[src/rtl/stack_test_pkg.sv]
// stack_test_pkg: shared definitions for the 3D-stack self-test controller.
//   - frame tags and the default sync word
//   - packed frame layout: [31:30] tag, [29:26] power, [25:21] field_a,
//     [20:16] field_b, [15:0] sync
//   - controller FSM state encoding
//   - frame builder and lowest-passing-power priority encoder
package stack_test_pkg;

   localparam logic [1:0]  TAG_ENUM          = 2'b10;
   localparam logic [1:0]  TAG_SWEEP         = 2'b01;
   localparam logic [1:0]  TAG_CFG           = 2'b00;
   localparam logic [1:0]  TAG_RESP          = 2'b11;
   localparam logic [15:0] SYNC_WORD_DEFAULT = 16'hBEAF;

   // Field order fixes the bit positions: tag lands in [31:30], sync in [15:0].
   typedef struct packed {
      logic [1:0]  tag;
      logic [3:0]  power;
      logic [4:0]  field_a;
      logic [4:0]  field_b;
      logic [15:0] sync;
   } frame_t;

   typedef enum logic [3:0] {
      StIdle,
      StEnumTx,
      StEnumRx,
      StSweepTx,
      StSweepRx,
      StCfgTx,
      StCfgRx,
      StDone,
      StFail
   } state_e;

   function automatic frame_t mk_frame(input logic [1:0]  tag,
                                       input logic [3:0]  power,
                                       input logic [4:0]  field_a,
                                       input logic [4:0]  field_b,
                                       input logic [15:0] sync);
      frame_t f;
      f.tag     = tag;
      f.power   = power;
      f.field_a = field_a;
      f.field_b = field_b;
      f.sync    = sync;
      return f;
   endfunction

   // Lowest set bit among [15:1]; 0 means no power level passed.
   function automatic logic [3:0] lowest_pass(input logic [15:0] map);
      logic [3:0] sel;
      sel = 4'd0;
      for (int i = 15; i >= 1; i--) begin
         if (map[i]) sel = 4'(i);
      end
      return sel;
   endfunction

endpackage

[src/rtl/stack_rx_timer.sv]
// stack_rx_timer: response timeout and per-request retry counter.
//   clk, rst_n    clock, async active-low reset
//   run_i         controller is waiting for a response; timer is held at 0 otherwise
//   retry_inc_i   a timeout is being turned into a resend
//   retry_clr_i   a response was accepted or a new sequence starts
//   expire_o      TIMEOUT cycles have elapsed in the current wait
//   give_up_o     RETRIES resends already spent on this request
module stack_rx_timer
   import stack_test_pkg::*;
#(
   parameter int unsigned TIMEOUT = 64,
   parameter int unsigned RETRIES = 3
) (
   input  logic clk,
   input  logic rst_n,
   input  logic run_i,
   input  logic retry_inc_i,
   input  logic retry_clr_i,
   output logic expire_o,
   output logic give_up_o
);

   localparam int unsigned TW = $clog2(TIMEOUT + 1);
   localparam int unsigned RW = $clog2(RETRIES + 1);
   localparam logic [TW-1:0] TimerLast = TW'(TIMEOUT - 1);
   localparam logic [RW-1:0] RetryMax  = RW'(RETRIES);

   logic [TW-1:0] timer_q, timer_d;
   logic [RW-1:0] retry_q, retry_d;

   // Timer value k means the wait has lasted k+1 cycles including this one.
   assign expire_o  = run_i && (timer_q == TimerLast);
   assign give_up_o = (retry_q == RetryMax);

   always_comb begin
      timer_d = '0;
      if (run_i && !expire_o) timer_d = timer_q + 1'b1;
   end

   always_comb begin
      retry_d = retry_q;
      if (retry_clr_i) begin
         retry_d = '0;
      end else if (retry_inc_i && !give_up_o) begin
         retry_d = retry_q + 1'b1;
      end
   end

   always_ff @(posedge clk or negedge rst_n) begin
      if (!rst_n) begin
         timer_q <= '0;
         retry_q <= '0;
      end else begin
         timer_q <= timer_d;
         retry_q <= retry_d;
      end
   end

endmodule

[src/rtl/stack_sort_ctrl.sv]
// stack_sort_ctrl: bottom-layer master of the 3D-stack self-test chain.
// Enumerates the layers, sweeps power 1..15, records levels that every layer
// passes and broadcasts the lowest passing level.
//   clk, rst_n     clock, async active-low reset
//   start_i        1-cycle pulse, starts a sequence when not busy
//   data_in_i      response frame, qualified by rx_valid_i
//   data_out_o     request frame, qualified by tx_valid_o, accepted with tx_ready_i
//   busy_o         sequence in progress
//   done_o/fail_o  sticky result until the next start
//   layer_count_o  enumerated layer count
//   power_sel_o    chosen power level (0 = none)
//   pass_map_o     bit p set when all layers passed at power p
module stack_sort_ctrl
   import stack_test_pkg::*;
#(
   parameter int unsigned MAX_LAYERS = 8,
   parameter int unsigned TIMEOUT    = 64,
   parameter int unsigned RETRIES    = 3,
   parameter logic [15:0] SYNC_WORD  = SYNC_WORD_DEFAULT
) (
   input  logic        clk,
   input  logic        rst_n,
   input  logic        start_i,
   input  logic [31:0] data_in_i,
   input  logic        rx_valid_i,
   output logic [31:0] data_out_o,
   output logic        tx_valid_o,
   input  logic        tx_ready_i,
   output logic        busy_o,
   output logic        done_o,
   output logic        fail_o,
   output logic [4:0]  layer_count_o,
   output logic [3:0]  power_sel_o,
   output logic [15:0] pass_map_o
);

   localparam logic [4:0] MaxLayersW = 5'(MAX_LAYERS);

   state_e      state_q;
   logic [3:0]  p_q;
   logic [4:0]  layer_count_q;
   logic [3:0]  power_sel_q;
   logic [15:0] pass_map_q;
   frame_t      data_out_q;
   logic        tx_valid_q;

   frame_t      rx_frame;
   logic        in_rx, rx_ok, accept, idle_like, start_ok;
   logic        expire, give_up, retry_inc;
   logic        sweep_pass;
   logic [15:0] pass_map_upd;
   logic [3:0]  lowest;
   logic        unused_field_a;

   assign rx_frame       = frame_t'(data_in_i);
   assign unused_field_a = ^rx_frame.field_a;

   assign in_rx     = state_q inside {StEnumRx, StSweepRx, StCfgRx};
   assign idle_like = state_q inside {StIdle, StDone, StFail};
   assign rx_ok     = rx_valid_i && (rx_frame.tag == TAG_RESP) && (rx_frame.sync == SYNC_WORD);
   assign accept    = in_rx && rx_ok;
   assign start_ok  = start_i && idle_like;
   // A frame arriving on the expiry cycle wins over the timeout.
   assign retry_inc = in_rx && !rx_ok && expire && !give_up;

   // Current sweep result is folded in so the choice sees power 15 as well.
   assign sweep_pass   = (rx_frame.field_b == layer_count_q);
   assign pass_map_upd = pass_map_q | (sweep_pass ? (16'd1 << p_q) : 16'd0);
   assign lowest       = lowest_pass(pass_map_upd);

   stack_rx_timer #(
      .TIMEOUT (TIMEOUT),
      .RETRIES (RETRIES)
   ) u_rx_timer (
      .clk         (clk),
      .rst_n       (rst_n),
      .run_i       (in_rx),
      .retry_inc_i (retry_inc),
      .retry_clr_i (accept || start_ok),
      .expire_o    (expire),
      .give_up_o   (give_up)
   );

   always_ff @(posedge clk or negedge rst_n) begin
      if (!rst_n) begin
         state_q       <= StIdle;
         p_q           <= 4'd0;
         layer_count_q <= 5'd0;
         power_sel_q   <= 4'd0;
         pass_map_q    <= 16'd0;
         data_out_q    <= '0;
         tx_valid_q    <= 1'b0;
      end else begin
         unique case (state_q)
            StIdle, StDone, StFail: begin
               if (start_i) begin
                  p_q           <= 4'd1;
                  layer_count_q <= 5'd0;
                  power_sel_q   <= 4'd0;
                  pass_map_q    <= 16'd0;
                  data_out_q    <= mk_frame(TAG_ENUM, 4'd1, 5'd0, 5'd1, SYNC_WORD);
                  tx_valid_q    <= 1'b1;
                  state_q       <= StEnumTx;
               end
            end

            // Request held stable until accepted; no timeout while transmitting.
            StEnumTx: begin
               if (tx_valid_q && tx_ready_i) begin
                  tx_valid_q <= 1'b0;
                  state_q    <= StEnumRx;
               end
            end

            StSweepTx: begin
               if (tx_valid_q && tx_ready_i) begin
                  tx_valid_q <= 1'b0;
                  state_q    <= StSweepRx;
               end
            end

            StCfgTx: begin
               if (tx_valid_q && tx_ready_i) begin
                  tx_valid_q <= 1'b0;
                  state_q    <= StCfgRx;
               end
            end

            StEnumRx: begin
               if (rx_ok) begin
                  layer_count_q <= rx_frame.field_b;
                  if (rx_frame.field_b == 5'd0 || rx_frame.field_b > MaxLayersW) begin
                     state_q <= StFail;
                  end else begin
                     data_out_q <= mk_frame(TAG_SWEEP, p_q, 5'd0, rx_frame.field_b, SYNC_WORD);
                     tx_valid_q <= 1'b1;
                     state_q    <= StSweepTx;
                  end
               end else if (expire) begin
                  if (give_up) begin
                     state_q <= StFail;
                  end else begin
                     tx_valid_q <= 1'b1;
                     state_q    <= StEnumTx;
                  end
               end
            end

            StSweepRx: begin
               if (rx_ok) begin
                  pass_map_q <= pass_map_upd;
                  if (p_q == 4'd15) begin
                     power_sel_q <= lowest;
                     if (lowest == 4'd0) begin
                        state_q <= StFail;
                     end else begin
                        data_out_q <= mk_frame(TAG_CFG, lowest, 5'd0, 5'd0, SYNC_WORD);
                        tx_valid_q <= 1'b1;
                        state_q    <= StCfgTx;
                     end
                  end else begin
                     p_q        <= p_q + 4'd1;
                     data_out_q <= mk_frame(TAG_SWEEP, p_q + 4'd1, 5'd0, layer_count_q,
                                            SYNC_WORD);
                     tx_valid_q <= 1'b1;
                     state_q    <= StSweepTx;
                  end
               end else if (expire) begin
                  if (give_up) begin
                     state_q <= StFail;
                  end else begin
                     tx_valid_q <= 1'b1;
                     state_q    <= StSweepTx;
                  end
               end
            end

            StCfgRx: begin
               if (rx_ok) begin
                  state_q <= (rx_frame.power == power_sel_q) ? StDone : StFail;
               end else if (expire) begin
                  if (give_up) begin
                     state_q <= StFail;
                  end else begin
                     tx_valid_q <= 1'b1;
                     state_q    <= StCfgTx;
                  end
               end
            end

            default: begin
               tx_valid_q <= 1'b0;
               state_q    <= StIdle;
            end
         endcase
      end
   end

   assign data_out_o    = data_out_q;
   assign tx_valid_o    = tx_valid_q;
   assign busy_o        = !idle_like;
   assign done_o        = (state_q == StDone);
   assign fail_o        = (state_q == StFail);
   assign layer_count_o = layer_count_q;
   assign power_sel_o   = power_sel_q;
   assign pass_map_o    = pass_map_q;

endmodule

[config.mk]
export PLATFORM = sky130hd
export DESIGN_NAME = stack_sort_ctrl
export DESIGN_NICKNAME = d
export VERILOG_FILES = /design/src/rtl/stack_test_pkg.sv /design/src/rtl/stack_rx_timer.sv /design/src/rtl/stack_sort_ctrl.sv
export SDC_FILE = /design/constraint.sdc
export NUM_CORES = 1
export LEC_CHECK = 0
export ABC_AREA = 1
export CAP_MARGIN = 5
export CORE_MARGIN = 2
export CORE_UTILIZATION = 53
export DETAILED_ROUTE_END_ITERATION = 8
export HOLD_SLACK_MARGIN = 0.02
export PLACE_DENSITY = 0.87
export SLEW_MARGIN = 25
export SYNTH_ARGS = -nofsm -noshare
export SYNTH_HDL_FRONTEND = slang
export SYNTH_SLANG_ARGS = --single-unit
[constraint.sdc]
create_clock -name clk -period 5.5 [get_ports clk]
set_input_delay 1.1 -clock clk [delete_from_list [all_inputs] [get_ports clk]]
set_output_delay 1.1 -clock clk [all_outputs]
set_load 0.02 [all_outputs]
# [Yosys cells after proc, flatten, opt, wreduce, memory -nomap -nowiden]
# Index checks and enable logic that the tools add are counted.
[op_classes] eq_ne=32 shifts=1 muxes=68 magnitude_cmp=1 bitwise_logic=1 reduce_logical=35 addsub=3
[op_table] cell="32-bit two-way mux" count=6
[op_table] cell="4-bit two-way mux" count=37
[op_table] cell="32-bit one-hot mux with 3 select lines" count=1
[op_table] cell="16-bit two-way mux" count=3
[op_table] cell="16-bit one-hot mux with 2 select lines" count=1
[op_table] cell="4-bit one-hot mux with 7 select lines" count=1
[op_table] cell="2-bit != test, second input constant" count=9
[op_table] cell="16-bit equality test, second input constant" count=1
[op_table] cell="4-bit by 3-bit equality test with 1-bit output, second input constant" count=4
[op_table] cell="16-bit bitwise OR" count=1
[op_table] cell="4-bit one-hot mux with 2 select lines" count=2
[op_table] cell="1-bit by 4-bit left shift with 16-bit output, first input constant" count=1
[op_table] cell="3-bit != test, second input constant" count=5
[op_table] cell="1-bit logical AND" count=11
[op_table] cell="1-bit two-way mux" count=10
[op_table] cell="5-bit two-way mux" count=2
[op_table] cell="5-bit one-hot mux with 2 select lines" count=1
[op_table] cell="3-bit nonzero test" count=3
[op_table] cell="4-bit by 2-bit equality test with 1-bit output, second input constant" count=2
[op_table] cell="4-bit equality test, second input constant" count=2
[op_table] cell="4-bit logical NOT" count=2
[op_table] cell="4-bit AND reduction" count=2
[op_table] cell="7-bit by 1-bit adder with 7-bit output, second input constant" count=1
[op_table] cell="7-bit by 6-bit equality test with 1-bit output, second input constant" count=1
[op_table] cell="21 further kinds" count=32
[totals] in_bits=37 word_cells=154 ff_bits=75

# [Longest topological paths before layout]
# Gate-level depths: netlist of run 1.
[depth] word_depth=23 ltp_mapped=26 mapped_depth_nobuf=26

# [Cells and area by module]
# Synthesis of run 1 repeated with hierarchy kept, for this count alone.
[hier_totals] cells_unflattened=470 hier_area_um2=3538.4
[modules_own_cells] module="stack_sort_ctrl" cells_per_inst=425 n_inst=1 seq_area_each_um2=1151.1 area_per_inst_um2=3095.5
[modules_own_cells] module="stack_rx_timer" cells_per_inst=45 n_inst=1 seq_area_each_um2=225.2 area_per_inst_um2=442.9

# [Worst setup path after synthesis of run 1]
# No wires, ideal clock.
[synth_path] path_kind="input port to flip-flop" startpoint="input data_in_i[16]" endpoint="register data_out_q (netlist bit data_out_o[13])" path_slack_ns=2.488 n_path_buf=0 setup_ns=0.124 t_arrival_ns=2.888 cell_stages=19 cell_sequence="nand2_1 inv_1 nor2_1 nor2_2 nand3_4 nor2_1 nor2_1 inv_2 nor3_2 nand3_1 inv_1 nor2_1 o21bai_2 nand2_1 a21oi_2 nand4_1 nand2_2 inv_2 or2_1"
[synth_via] elab_chain_cells=21 elab_cells_between_ends=25
[synth_lines] element="from (decl)" line_no="stack_sort_ctrl.sv:24" source="input logic [31:0] data_in_i,"
[synth_lines] element="5-bit equality test" line_no="stack_sort_ctrl.sv:67" source="assign sweep_pass = (rx_frame.field_b == layer_count_q);"
[synth_lines] element="16-bit two-way mux" line_no="stack_sort_ctrl.sv:68" source="assign pass_map_upd = pass_map_q | (sweep_pass ? (16'd1 << p_q) : 16'd0);"
[synth_lines] element="16-bit bitwise OR" line_no="stack_sort_ctrl.sv:68"
[synth_lines] element="4-bit two-way mux (15 in series)" line_no="stack_test_pkg.sv:55" source="if (map[i]) sel = 4'(i);"
[synth_lines] element="4-bit logical NOT" line_no="stack_sort_ctrl.sv:154" source="if (lowest == 4'd0) begin"
[synth_lines] element="3-bit != test (no line)"
[synth_lines] element="6-bit AND reduction (no line) *"
[synth_lines] element="to (signal assigned)" line_no="stack_sort_ctrl.sv:135" source="data_out_q <= mk_frame(TAG_SWEEP, p_q, 5'd0, rx_frame.field_b, SYNC_WORD);"
[synth_lines] element="to (signal assigned)" line_no="stack_sort_ctrl.sv:157" source="data_out_q <= mk_frame(TAG_CFG, lowest, 5'd0, 5'd0, SYNC_WORD);"
[synth_lines] element="to (signal assigned)" line_no="stack_sort_ctrl.sv:163" source="data_out_q <= mk_frame(TAG_SWEEP, p_q + 4'd1, 5'd0, layer_count_q,"
[synth_lines] element="to (decl)" line_no="stack_sort_ctrl.sv:44" source="frame_t data_out_q;"
# Mark *: on every way between the ends. The rest lies on a longest branch, timed or not.
# A chain may end at the register's enable or synchronous reset.

# [Final worst setup path of run 1]
[layout_path] startpoint="input data_in_i[17]" endpoint="register data_out_q (netlist bit data_out_o[13])"
# The elaborated chain is that of the path after synthesis.

==> impl_metrics.env, run 1 <==
export IMPL_cts_tree="built"
export IMPL_holdWs_ns=0.464
export IMPL_finClkSkew_ns=0.0111
export IMPL_grt_pass1_vias=3287
export IMPL_worstPathArrival_ns=4.05
export IMPL_final_antenna_net_count=0
export IMPL_die_y_microns=86.0
export IMPL_p_per_area_nw_per_um2=329
export IMPL_drt_iter0_markers=235
export IMPL_num_rows=29
export IMPL_placed_area_sq_um=4350
export IMPL_post_route_drc_count=0
export IMPL_die_w_microns=86.0
export IMPL_cp_buffers_inverters=4
export IMPL_yosys_register_bits=55
export IMPL_ctsResizeCount=0
export IMPL_fin_total_pwr_mw=1.46
export IMPL_critPathLaunchType="input pin"
export IMPL_area_growth_syn_to_layout_pct=24.5
export IMPL_via_per_inst=5.28
export IMPL_gr_total_overflow=0
export IMPL_fmax_ghz=0.259
export IMPL_status="finished clean"
export IMPL_die_area_sq_um=7400
export IMPL_crit_type="in2reg"
export IMPL_hold_buffers=0
export IMPL_post_cts_buffers=0
export IMPL_clk_pin_slew_ns=0.10
export IMPL_synth_distinct_cells=43
export IMPL_dr_pass1_iters=5
export IMPL_slew_limit_headroom_pct=45.5
export IMPL_clock_path_buffers=2
export IMPL_port_buffers=83
export IMPL_place_gp_congestion=0.884
export IMPL_path_max_fanout=16
export IMPL_cts_root_buf="clkbuf_8"
export IMPL_diodes=0
export IMPL_rsz0062_at_grt="false"
export IMPL_leakagePower_nw=2.21
export IMPL_worst_path_max_delay_cell="clkdlybuf4s50_1"
export IMPL_critPathMostFrequentCell="nand2_1"
export IMPL_cts_buffers=5
export IMPL_numClockSinks=55
export IMPL_grt_pass1_wl_mm=14.6
export IMPL_n_fill_cell=559
export IMPL_final_cells=654
export IMPL_irDropWorstVdd_mv=0.273
export IMPL_layout_drive_gt1_share_pct=6.24
export IMPL_vias=3450
export IMPL_final_common_cell="nand2_1"
export IMPL_syn_inst=503
export IMPL_cp_end_kind="flip-flop"
export IMPL_post_drt_wl_per_cell_microns=12.9
export IMPL_slowest_delay_ns=0.56
export IMPL_cp_required_ns=5.69
export IMPL_setup_viol=0
export IMPL_clk_latency_ns=0.30
export IMPL_core_sq_um=6420
export IMPL_multi_input_area_sq_um=1730
export IMPL_synth_area_sq_um=3560
export IMPL_yosysSeqAreaShare_pct=38.6
export IMPL_min_path_type="reg2reg"
export IMPL_drv_slew=0
export IMPL_grt_total_usage_pct=23.9
export IMPL_yosysWarnings=0
export IMPL_grt_max_degree=56
export IMPL_critPathTopFamily="simple AND/OR/NAND/NOR gates"
export IMPL_wl_mm=8.41
export IMPL_seq_area_sq_um=1380
export IMPL_start_util_pct=55.5
export IMPL_design_area_sq_um=4440
export IMPL_period_needed_ns=3.85
export IMPL_fin_nets=621
export IMPL_tns_ns=0
export IMPL_maxCapViolations=0
export IMPL_worst_pin_slew_ns=0.814
export IMPL_hold_violations=0
export IMPL_fin_crit_sh_pct=70.1
export IMPL_place_inst=646
export IMPL_most_common_layout_cells="119 x nand2_1, 82 x clkdlybuf4s50_1, 68 x inv_1"
export IMPL_avgSynthCellArea_sq_um=7.09
export IMPL_h_tree_depth=2
export IMPL_antenna_found_initial=0
export IMPL_dp_hpwl_mm=6.57
export IMPL_worstPathCellList="clkdlybuf4s50_1 -> inv_2 -> nand2_1 -> nand2_1 -> nor2_2 -> nand3_4 -> nor2_4 -> inv_2 -> o21ai_2 -> nor2_1 -> nand2_1 -> nor2_1 -> o21ai_2 -> nand2_1 -> a21oi_2 -> nand4_1 -> nand2_2 -> inv_2 -> or2_1"
export IMPL_io_pins=98
==> report_power, final <==
part           internal [mW]  switching, mW
clock                 0.0895          0.129
sequential             0.470         0.0619
combinational          0.253          0.456
==> kinds of logic (layout without fill, tap and decap cells) <==
kind of cell | Yosys count | in the layout | share of synthesized area, %
AOI/OAI and AO/OA | 86 | 86 | 14.6
xor gates and xnor gates | 7 | 7 | 1.72
adders and majority gates | 8 | 8 | 2.81
buffers and inverters | 109 | 175 | 13.7
DFF | 55 | 55 | 38.6
other | 1 | 9 | 0.105
and+or+nand+nor | 237 | 237 | 28.5
==> cell usage after synthesis <==
cell | count | area [sq um]
xnor2_1 | 2 | 17.5
o211ai_1 | 1 | 7.51
and3_1 | 1 | 6.26
inv_2 | 12 | 45.0
a21oi_1 | 21 | 105
nor3_2 | 2 | 20.0
nor4_1 | 4 | 25.0
a2111oi_0 | 1 | 8.76
nor3b_1 | 2 | 15.0
and2_1 | 2 | 12.5
nand3_4 | 1 | 17.5
a22oi_1 | 8 | 60.1
a21boi_0 | 1 | 7.51
a31oi_1 | 4 | 25.0
inv_1 | 68 | 255
buf_4 | 21 | 158
nand2_1 | 119 | 447
nor2_2 | 3 | 18.8
xor2_1 | 5 | 43.8
dfrtp_1 | 55 | 1380
o221ai_1 | 2 | 17.5
or2_1 | 1 | 6.26
o31ai_1 | 2 | 15.0
nor2_1 | 67 | 251
nand4_1 | 10 | 62.6
clkinv_1 | 2 | 7.51
o21ai_2 | 4 | 35.0
o22ai_1 | 3 | 18.8
a221o_1 | 1 | 10.0
nor3_1 | 9 | 45.0
o41ai_1 | 1 | 8.76
o21ai_0 | 23 | 115
a211oi_1 | 1 | 7.51
conb_1 | 1 | 3.75
ha_1 | 8 | 100
clkbuf_1 | 6 | 22.5
nand2_2 | 1 | 6.26
nor2_4 | 1 | 11.3
a21oi_2 | 1 | 8.76
nand3_1 | 14 | 70.1
o21ai_1 | 10 | 50.1
a221oi_1 | 1 | 8.76
o21bai_2 | 1 | 11.3
==> final timing paths <==
path                                  startpoint                     to  cells after the start  slack [ns]
min in group asynchronous                  rst_n         pass_map_o[13]                      2        0.92
min                        u_rx_timer.timer_q[0]  u_rx_timer.timer_q[0]                      1        0.46
max in group asynchronous                  rst_n         power_sel_o[2]                      2        4.13
min reg2reg                u_rx_timer.timer_q[0]  u_rx_timer.timer_q[0]                      1        0.46
max reg2reg                           state_q[2]                 p_q[2]                     11        2.34
max                                data_in_i[17]         data_out_o[13]                     19        1.65
==> sequential cells by signal, summed over array words and instances (netlist names) <==
signal,count
pass_map_o,16
u_rx_timer.timer_q,7
p_q,4
u_rx_timer.retry_q,2
layer_count_o,5
state_q,4
tx_valid_o,1
power_sel_o,4
data_out_o,12
==> layer usage <==
metal / track usage, % / share of wire (%) / up-vias
li1: - / - / 1726
met1: 31.2 / 44 / 1601
met2: 42.8 / 50 / 109
met3: 2.89 / 5.0 / 14
met4: 4.33 / 0.95 / 0
met5: 0 / 0 / -
==> metrics by stage <==
stage                     utilization, %  worst slack [ns]
after floorplan                        -              2.49
after global placement              67.8              1.42
after detailed placement            67.8              1.37
after CTS                           69.1              1.68
after global routing                69.1              1.35
final                               69.1              1.65
==> final cells by class <==
cell class,instances,area share [%]
well taps,77,2.17
clock inverters,2,0.282
repair buffers,85,19.0
inverters,82,6.94
clock buffers,6,1.64
multi-input cells,347,39.0
flip-flops and latches,55,31.0
Note: power is estimated with default switching activity, not from simulation.
==> run 2, diff against run 1 <==
- CORE_UTILIZATION: 53 -> 49
- PLACE_DENSITY: 0.87 -> 0.81
- clock period: 5.5 -> 4 ns (I/O delays scaled with it)
==> impl_metrics.env, run 2 (synthesis gave the netlist of run 1 again) <==
export IMPL_clk_latency_ns=0.32
export IMPL_cts_root_buf="clkbuf_8"
export IMPL_grt_max_degree=35
export IMPL_status="finished clean"
export IMPL_grt_pass1_wl_mm=14.3
export IMPL_grt_total_usage_pct=22.7
export IMPL_most_common_layout_cells="119 x nand2_1, 82 x clkdlybuf4s50_1, 68 x inv_1"
export IMPL_drt_iter0_markers=230
export IMPL_post_route_drc_count=0
export IMPL_period_needed_ns=3.39
export IMPL_via_per_inst=5.12
export IMPL_h_tree_depth=2
export IMPL_p_per_area_nw_per_um2=457
export IMPL_finClkSkew_ns=0.00689
export IMPL_cts_tree="built"
export IMPL_setup_ws_ns=0.609
export IMPL_dp_hpwl_mm=6.92
export IMPL_rsz0062_at_grt="false"
export IMPL_multi_input_area_sq_um=1730
export IMPL_die_area_sq_um=7970
export IMPL_setup_viol=0
export IMPL_path_max_fanout=8
export IMPL_ctsResizeCount=0
export IMPL_maxCapViolations=0
export IMPL_core_sq_um=7140
export IMPL_worstPathArrival_ns=3.60
export IMPL_hold_buffers=0
export IMPL_io_pins=98
export IMPL_fmax_ghz=0.295
export IMPL_fin_nets=624
export IMPL_post_drt_wl_per_cell_microns=13.0
export IMPL_pre_cts_ws_ns=0.304
export IMPL_dr_pass1_iters=5
export IMPL_irDropWorstVdd_mv=0.356
export IMPL_cts_buffers=5
export IMPL_seq_area_sq_um=1380
export IMPL_port_buffers=83
export IMPL_worst_pin_slew_ns=0.787
export IMPL_crit_type="in2reg"
export IMPL_gr_total_overflow=0
export IMPL_grt_pass1_vias=3176
export IMPL_n_fill_cell=666
export IMPL_layout_drive_gt1_share_pct=6.90
export IMPL_antenna_found_initial=0
export IMPL_wl_mm=8.83
export IMPL_tns_ns=0
export IMPL_drv_slew=0
export IMPL_hold_violations=0
export IMPL_vias=3475
export IMPL_final_antenna_net_count=0
export IMPL_start_util_pct=49.9
export IMPL_min_path_type="in2async"
export IMPL_critPathLaunchType="input pin"
export IMPL_numClockSinks=55
export IMPL_clk_pin_slew_ns=0.10
export IMPL_leakagePower_nw=2.23
export IMPL_diodes=0
export IMPL_slew_limit_headroom_pct=47.3
export IMPL_clock_path_buffers=2
export IMPL_place_gp_congestion=0.934
export IMPL_final_common_cell="nand2_1"
export IMPL_num_rows=31
export IMPL_largest_reg_flops=16
export IMPL_fin_crit_sh_pct=84.8
export IMPL_post_cts_buffers=0
export IMPL_die_w_microns=89.3
export IMPL_area_growth_syn_to_layout_pct=26.2
export IMPL_cp_end_kind="flip-flop"
export IMPL_die_y_microns=89.3
export IMPL_cp_required_ns=4.21
==> run 2: critical path: stages <==
cell and delay, ns:
clkdlybuf4s50_1 0.60, nand2_1 0.08, nand2_1 0.08, nor2_2 0.05, nand3_4 0.15, nor2_1 0.06, nor2_1 0.15, inv_2 0.06
nor3_2 0.14, nand3_1 0.16, inv_1 0.09, nor2_1 0.05, o21bai_2 0.18, nand2_1 0.10, a21oi_2 0.17, nand4_1 0.17
nand2_2 0.19, inv_2 0.10, or2_1 0.21
==> run 2: power breakdown <==
group          switching, mW  internal [mW]  leakage (nW)
clock                  0.203          0.130        0.0467
combinational          0.631          0.361          1.45
sequential            0.0835          0.646         0.736
total                  0.917           1.14          2.23
==> run 2: path summary, 6_finish.rpt <==
| check | depth (start not counted) | endpoint | slack [ns] | startpoint |
|---|---|---|---|---|
| hold / removal | 1 | pass_map_o[10] | 0.44 | rst_n |
| min in group clk | 1 | u_rx_timer.timer_q[0] | 0.48 | u_rx_timer.timer_q[0] |
| setup / recovery | 19 | data_out_o[13] | 0.61 | data_in_i[19] |
| max in group asynchronous | 2 | data_out_o[28] | 2.74 | rst_n |
| hold reg to reg | 1 | u_rx_timer.timer_q[0] | 0.48 | u_rx_timer.timer_q[0] |
| setup reg to reg | 19 | data_out_o[13] | 1.19 | layer_count_o[0] |
==> run 2: metal layers <==
metal  share of wire [%]  up-vias  global-route usage (%)
met2                  51       94                    40.8
met4                 1.0        0                    4.61
met5                   0        -                       0
met3                 4.6       10                    3.32
met1                  43     1625                    29.0
li1                    -     1746                       -
==> run 2: metrics by stage <==
stage               cell area, sq um  power, mW  std cells  hold WS (ns)  utilization (%)
finish                          4500       2.05        679         0.442             63.0
CTS                             4500       2.06        679         0.466             63.0
detailed placement              4400       1.72        671         0.472             61.7
global placement                4400       1.70        671         0.455             61.7
global route                    4500       2.21        679         0.472             63.0
floorplan                       3590       1.38        511         0.431                -
==> run 2: area by class of cell <==
cell class / count / share of cell area (%)
clock buffers: 5 / 1.53
clock inverters: 3 / 0.612
inverters: 82 / 6.84
multi-input cells: 347 / 38.5
flip-flops and latches: 55 / 30.6
well taps: 99 / 2.75
repair buffers: 88 / 19.2
==> run 3, diff against run 2 <==
- CORE_UTILIZATION: 49 -> 44
- PLACE_DENSITY: 0.81 -> 0.77
- clock period: 4 -> 3 ns (I/O delays scaled with it)
==> impl_metrics.env, run 3 (synthesis gave the netlist of run 1 again) <==
export IMPL_grt_max_degree=56
export IMPL_clock_path_buffers=2
export IMPL_area_growth_syn_to_layout_pct=35.5
export IMPL_drt_iter0_markers=212
export IMPL_fmax_ghz=0.350
export IMPL_hold_violations=0
export IMPL_min_path_type="in2async"
export IMPL_grt_busiest_layer="met2"
export IMPL_irDropWorstVdd_mv=0.629
export IMPL_rr_worst_depth=18
export IMPL_most_common_layout_cells="119 x nand2_1, 78 x clkdlybuf4s50_1, 68 x inv_1"
export IMPL_num_rows=32
export IMPL_hold_buffers=0
export IMPL_seqPwrFrac_pct=34.5
export IMPL_final_antenna_net_count=0
export IMPL_cts_tree="built"
export IMPL_fin_nets=664
export IMPL_cts_buffers=5
export IMPL_maxCapViolations=0
export IMPL_worst_r2r_endpoint="data_out_o[13]"
export IMPL_worst_pin_slew_ns=0.756
export IMPL_h_tree_depth=2
export IMPL_diodes=0
export IMPL_post_route_drc_count=0
export IMPL_post_drt_wl_per_cell_microns=12.7
export IMPL_antenna_found_initial=0
export IMPL_port_buffers=83
export IMPL_slew_limit_headroom_pct=49.4
export IMPL_tns_ns=0
export IMPL_cp_end_kind="flip-flop"
export IMPL_seq_area_sq_um=1380
export IMPL_dr_pass1_iters=5
export IMPL_start_util_pct=45.7
export IMPL_leakagePower_nw=2.46
export IMPL_p_per_area_nw_per_um2=586
export IMPL_switching_share_pct=43.8
export IMPL_cts_root_buf="clkbuf_8"
export IMPL_design_area_sq_um=4830
export IMPL_final_common_cell="nand2_1"
export IMPL_vias=3607
export IMPL_p_int_mw=1.59
export IMPL_fin_crit_sh_pct=95.3
export IMPL_grt_pass1_vias=3524
export IMPL_clkPwrFrac_pct=15.4
export IMPL_cp_required_ns=3.21
export IMPL_grt_total_usage_pct=21.3
export IMPL_via_per_inst=5.00
export IMPL_numClockSinks=55
export IMPL_core_sq_um=7810
export IMPL_grt_use_met2_pct=39.2
export IMPL_die_w_microns=94.0
export IMPL_path_max_fanout=7
export IMPL_die_y_microns=94.0
export IMPL_pre_cts_ws_ns=-0.382
export IMPL_p_switching_mw=1.24
export IMPL_worstPathArrival_ns=3.07
export IMPL_rsz0062_at_grt="false"
export IMPL_wl_mm=9.15
export IMPL_finClkSkew_ns=0.0104
export IMPL_dp_hpwl_mm=7.18
export IMPL_grt_util_met1_pct=25.9
export IMPL_status="finished clean"
export IMPL_n_fill_cell=713
export IMPL_layout_drive_gt1_share_pct=13.9
export IMPL_io_pins=98
export IMPL_period_needed_ns=2.86
export IMPL_critPathLaunchType="input pin"
export IMPL_grt_pass1_wl_mm=15.3
export IMPL_grt_use_met3_pct=2.81
export IMPL_gr_total_overflow=0
export IMPL_setup_viol=0
export IMPL_clk_pin_slew_ns=0.11
export IMPL_largest_reg_flops=16
export IMPL_drv_slew=0
export IMPL_ff2ff_setup_slack_ns=0.36
export IMPL_clk_latency_ns=0.32
export IMPL_holdWs_ns=0.380
export IMPL_place_gp_congestion=0.964
export IMPL_final_util_pct=61.9
export IMPL_die_area_sq_um=8840
export IMPL_multi_input_area_sq_um=1760
export IMPL_crit_path_start="data_in_i[20]"
export IMPL_crit_type="in2reg"
export IMPL_placed_area_sq_um=4650
export IMPL_setup_ws_ns=0.141
export IMPL_p_comb_share_pct=50.1
export IMPL_r2r_start="layer_count_o[0]"
run 3: cell types whose count changed in the layout (fill, tap and decap cells not counted), moves of 2 or more:
cell	change
buf_4	+39
dlymetal6s2s_1	+2
clkdlybuf4s50_1	-4
dlygate4sd2_1	+2
nor2_1	-2
nor2_2	+2
run 3: cell type report:
type                    count  area share (%)
clock buffers               5            1.42
repair buffers            128            24.2
flip-flops and latches     55            28.5
well taps                 102            2.64
inverters                  82            6.37
clock inverters             3           0.492
multi-input cells         347            36.3
run 3: timing repair:
action,CTS,global route
endpoints found under the setup margin,11,17
gates resized for setup,5,6
setup buffers,6,1
pin swaps,5,2
run 3: critical path, stage by stage:
cell and delay [ns]:
clkdlybuf4s50_1 0.47, xnor2_2 0.17, nand3_4 0.15, nor2_4 0.08, buf_4 0.17, a21oi_2 0.15, inv_2 0.04, nor2_1 0.14
nand2_1 0.11, o21bai_2 0.18, nand2_1 0.08, a21oi_2 0.13, nand4_1 0.17, nand2_2 0.15, inv_2 0.08, or2_1 0.21
run 3: how the worst max path moves through the flow:
stage	slack, ns	cells past startpoint	to
final	0.14	16	data_out_o[13]
after global placement	-0.28	19	data_out_o[13]
after detailed placement	-0.38	20	data_out_o[19]
after CTS	0.02	23	data_out_o[13]
after floorplan	0.42	12	data_out_o[30]
after global routing	0.006	16	data_out_o[13]
run 3: through the flow:
stage | total power, mW | std cells
global route | 3.04 | 722
finish | 2.83 | 722
detailed placement | 2.36 | 707
floorplan | 1.84 | 511
CTS | 2.83 | 721
global placement | 2.32 | 707
run 3: layer usage:
metal | vias up | routed length (microns) | part of all wire [%]
met1 | 1674 | 3850 | 42
met2 | 92 | 4840 | 53
li1 | 1822 | - | -
met3 | 19 | 321 | 3.5
met5 | - | 0 | 0
met4 | 0 | 138 | 1.5
run 3: power groups by stage:
stage / Clock (mW) / Combinational, mW / Sequential [mW]
finish: 0.435 / 1.42 / 0.977
global route: 0.463 / 1.59 / 0.996
CTS: 0.445 / 1.41 / 0.975
detailed placement: 0 / 1.37 / 0.988
global placement: 0 / 1.34 / 0.983
floorplan: 0 / 0.783 / 1.06
==> RTL edit: new RTL, config.mk and constraints of run 1 <==
Reset style: synchronous (`rst_n`), changed in 2 clocked blocks. Comments in the files are not updated.
--- a/src/rtl/stack_rx_timer.sv
+++ b/src/rtl/stack_rx_timer.sv
@@ -47,5 +47,5 @@
    end
 
-   always_ff @(posedge clk or negedge rst_n) begin
+   always_ff @(posedge clk) begin
       if (!rst_n) begin
          timer_q <= '0;
--- a/src/rtl/stack_sort_ctrl.sv
+++ b/src/rtl/stack_sort_ctrl.sv
@@ -82,5 +82,5 @@
    );
 
-   always_ff @(posedge clk or negedge rst_n) begin
+   always_ff @(posedge clk) begin
       if (!rst_n) begin
          state_q       <= StIdle;
Function: differs if rst_n is asserted again (counterexample within 4 cycles, from zero or initial values and one cycle with rst_n low); with rst_n held inactive, the same outputs for 10 cycles.
==> RTL edit against run 1 <==
Global-route usage rose by 0.096 points. Power increased by 0.39%. Wire length up 1.2%. Sequential share of layout area fell by 5.5 points. Worst setup slack gained 110 ps. Non-clock buffer count shrank 1. Sequential cell count unchanged. Fmax up 3.0%. Design area decreased by 2.9%. Worst hold slack got worse by 16 ps. Synthesized area fell by 2.7%. First-iteration DRC count increased by 7.7%. Largest cell class unchanged. Highest routed layer unchanged.
==> RTL edit: results (changes against run 1) <==
post-place setup slack 1480 ps (was 1370 ps); min-delay src u_rx_timer.timer_q[6] (was u_rx_timer.timer_q[0]); Via density 5.41 (was 5.28); Hold Crit Depth 2 (was 1); count of cell types in the netlist 51 (was 43); fraction of layout cells with a size suffix above 1 8.51% (was 6.24%); VDD IR max 0.000270 V (was 0.000273 V); largest cells by area after synthesis dfxtp_1 (32%), nand2_1 (11%), inv_1 (7.1%) (was dfrtp_1 (39%), nand2_1 (13%), inv_1 (7.2%)); sequential share of the synthesized area 31.7% (was 38.6%); dpl hpwl 6.58 mm (was 6.57 mm); First DRT Iteration DRCs 253 (was 235); clk_lat worst skew 320 ps (was 300 ps); Lkg Pwr 1.80 nW (was 2.21 nW); ys async rst share 0% (was 100%); Placed Area 4220 µm² (was 4350 µm²); Final nets 620 (was 621); crit path DAT 4000 ps (was 4050 ps); Critical path origin data_in_i[19] (was data_in_i[17]); CTS resizes 0 (unchanged); FF-to-FF path depth 15 (was 11); top post-synthesis cells by count nand2_1 (105), inv_1 (66), nor2_1 (59) (was nand2_1 (119), inv_1 (68), nor2_1 (67)); outcome finished, final reports clean (unchanged); reg-to-reg startpoint p_q[2] (was state_q[2]); slew margin rel. 62.8% (was 45.5%); initial antenna violation count 0 (unchanged); GPL Wtd Cong 0.972 (was 0.884); GRT Overall Usage 24.0% (was 23.9%); Max FO, Critical Path 18 (was 16); pin count of the biggest net entering global routing 22 (was 56); clk_skew 7.20 ps (was 11.1 ps); first-pass GRT wire length 14.4 mm (was 14.6 mm); max reg flops 16 (unchanged); vias in the first global route 3320 (was 3287); Layout fillers 539 (was 559); routed wire length per instance 13.0 µm (was 12.9 µm)
-- RTL edit: cell types whose count changed after synthesis, moves of 4 or more --
cell / change
o21ai_1: -10
o21ai_0: -9
dfrtp_1: -55
a21oi_1: +14
inv_2: -4
dfxtp_1: +55
nor2_1: -8
a21oi_2: +5
nand2_2: +10
a31oi_1: +4
a211oi_1: +9
nand2_1: -14
-- RTL edit: through the flow --
stage          util (%)  instances
6_report           67.8        653
5_1_grt            67.8        653
4_1_cts            67.8        653
3_5_place_dp       66.4        645
3_3_place_gp       66.4        645
2_1_floorplan         -        513
-- RTL edit: cell families after synthesis --
group	Yosys count	share of synthesized area [%]
flip-flops	55	31.7
buffers and inverters	105	14.5
XOR/XNOR	6	1.51
other	1	0.108
adder cells (fa/ha/maj)	8	2.89
AO/OA/AOI/OAI	96	17.9
AND/OR/NAND/NOR	234	31.4
-- RTL edit: routing by layer --
metal	part of all wire, %	global-route usage [%]	vias to the layer above
li1	-	-	1763
met1	43	30.0	1595
met2	48	41.2	148
met3	6.2	3.21	27
met4	2.8	10.7	0
met5	0	0	-
-- RTL edit: area by class of cell --
type	count	area (µm²)	share of cell area (%)
Timing Repair Buffer	84	838	19.5
Clock inverter	2	16.3	0.378
Sequential cell	55	1100	25.6
Inverter	76	285	6.62
Clock buffer	6	72.6	1.69
Tap cell	77	96.3	2.24
Multi-Input combinational cell	353	1900	44.0
-- RTL edit: path summary, 6_finish.rpt --
path | endpoint | slack (ps)
worst max-delay path | data_out_o[28] | 1760
worst min-delay path | u_rx_timer.timer_q[6] | 450
worst max register to register | data_out_o[28] | 2530
worst min register to register | u_rx_timer.timer_q[6] | 450
-- RTL edit: worst min-delay path, delay by kind of cell (launching register included) --
kind / cells / cell delay (ps)
AND/OR/NAND/NOR: 2 / 90
flip-flops: 1 / 320
-- RTL edit: report_power, final --
| group | switching [mW] | total (mW) | internal, mW |
|---|---|---|---|
| sequential | 0.0608 | 0.518 | 0.457 |
| clock | 0.140 | 0.232 | 0.0918 |
| combinational | 0.434 | 0.715 | 0.281 |
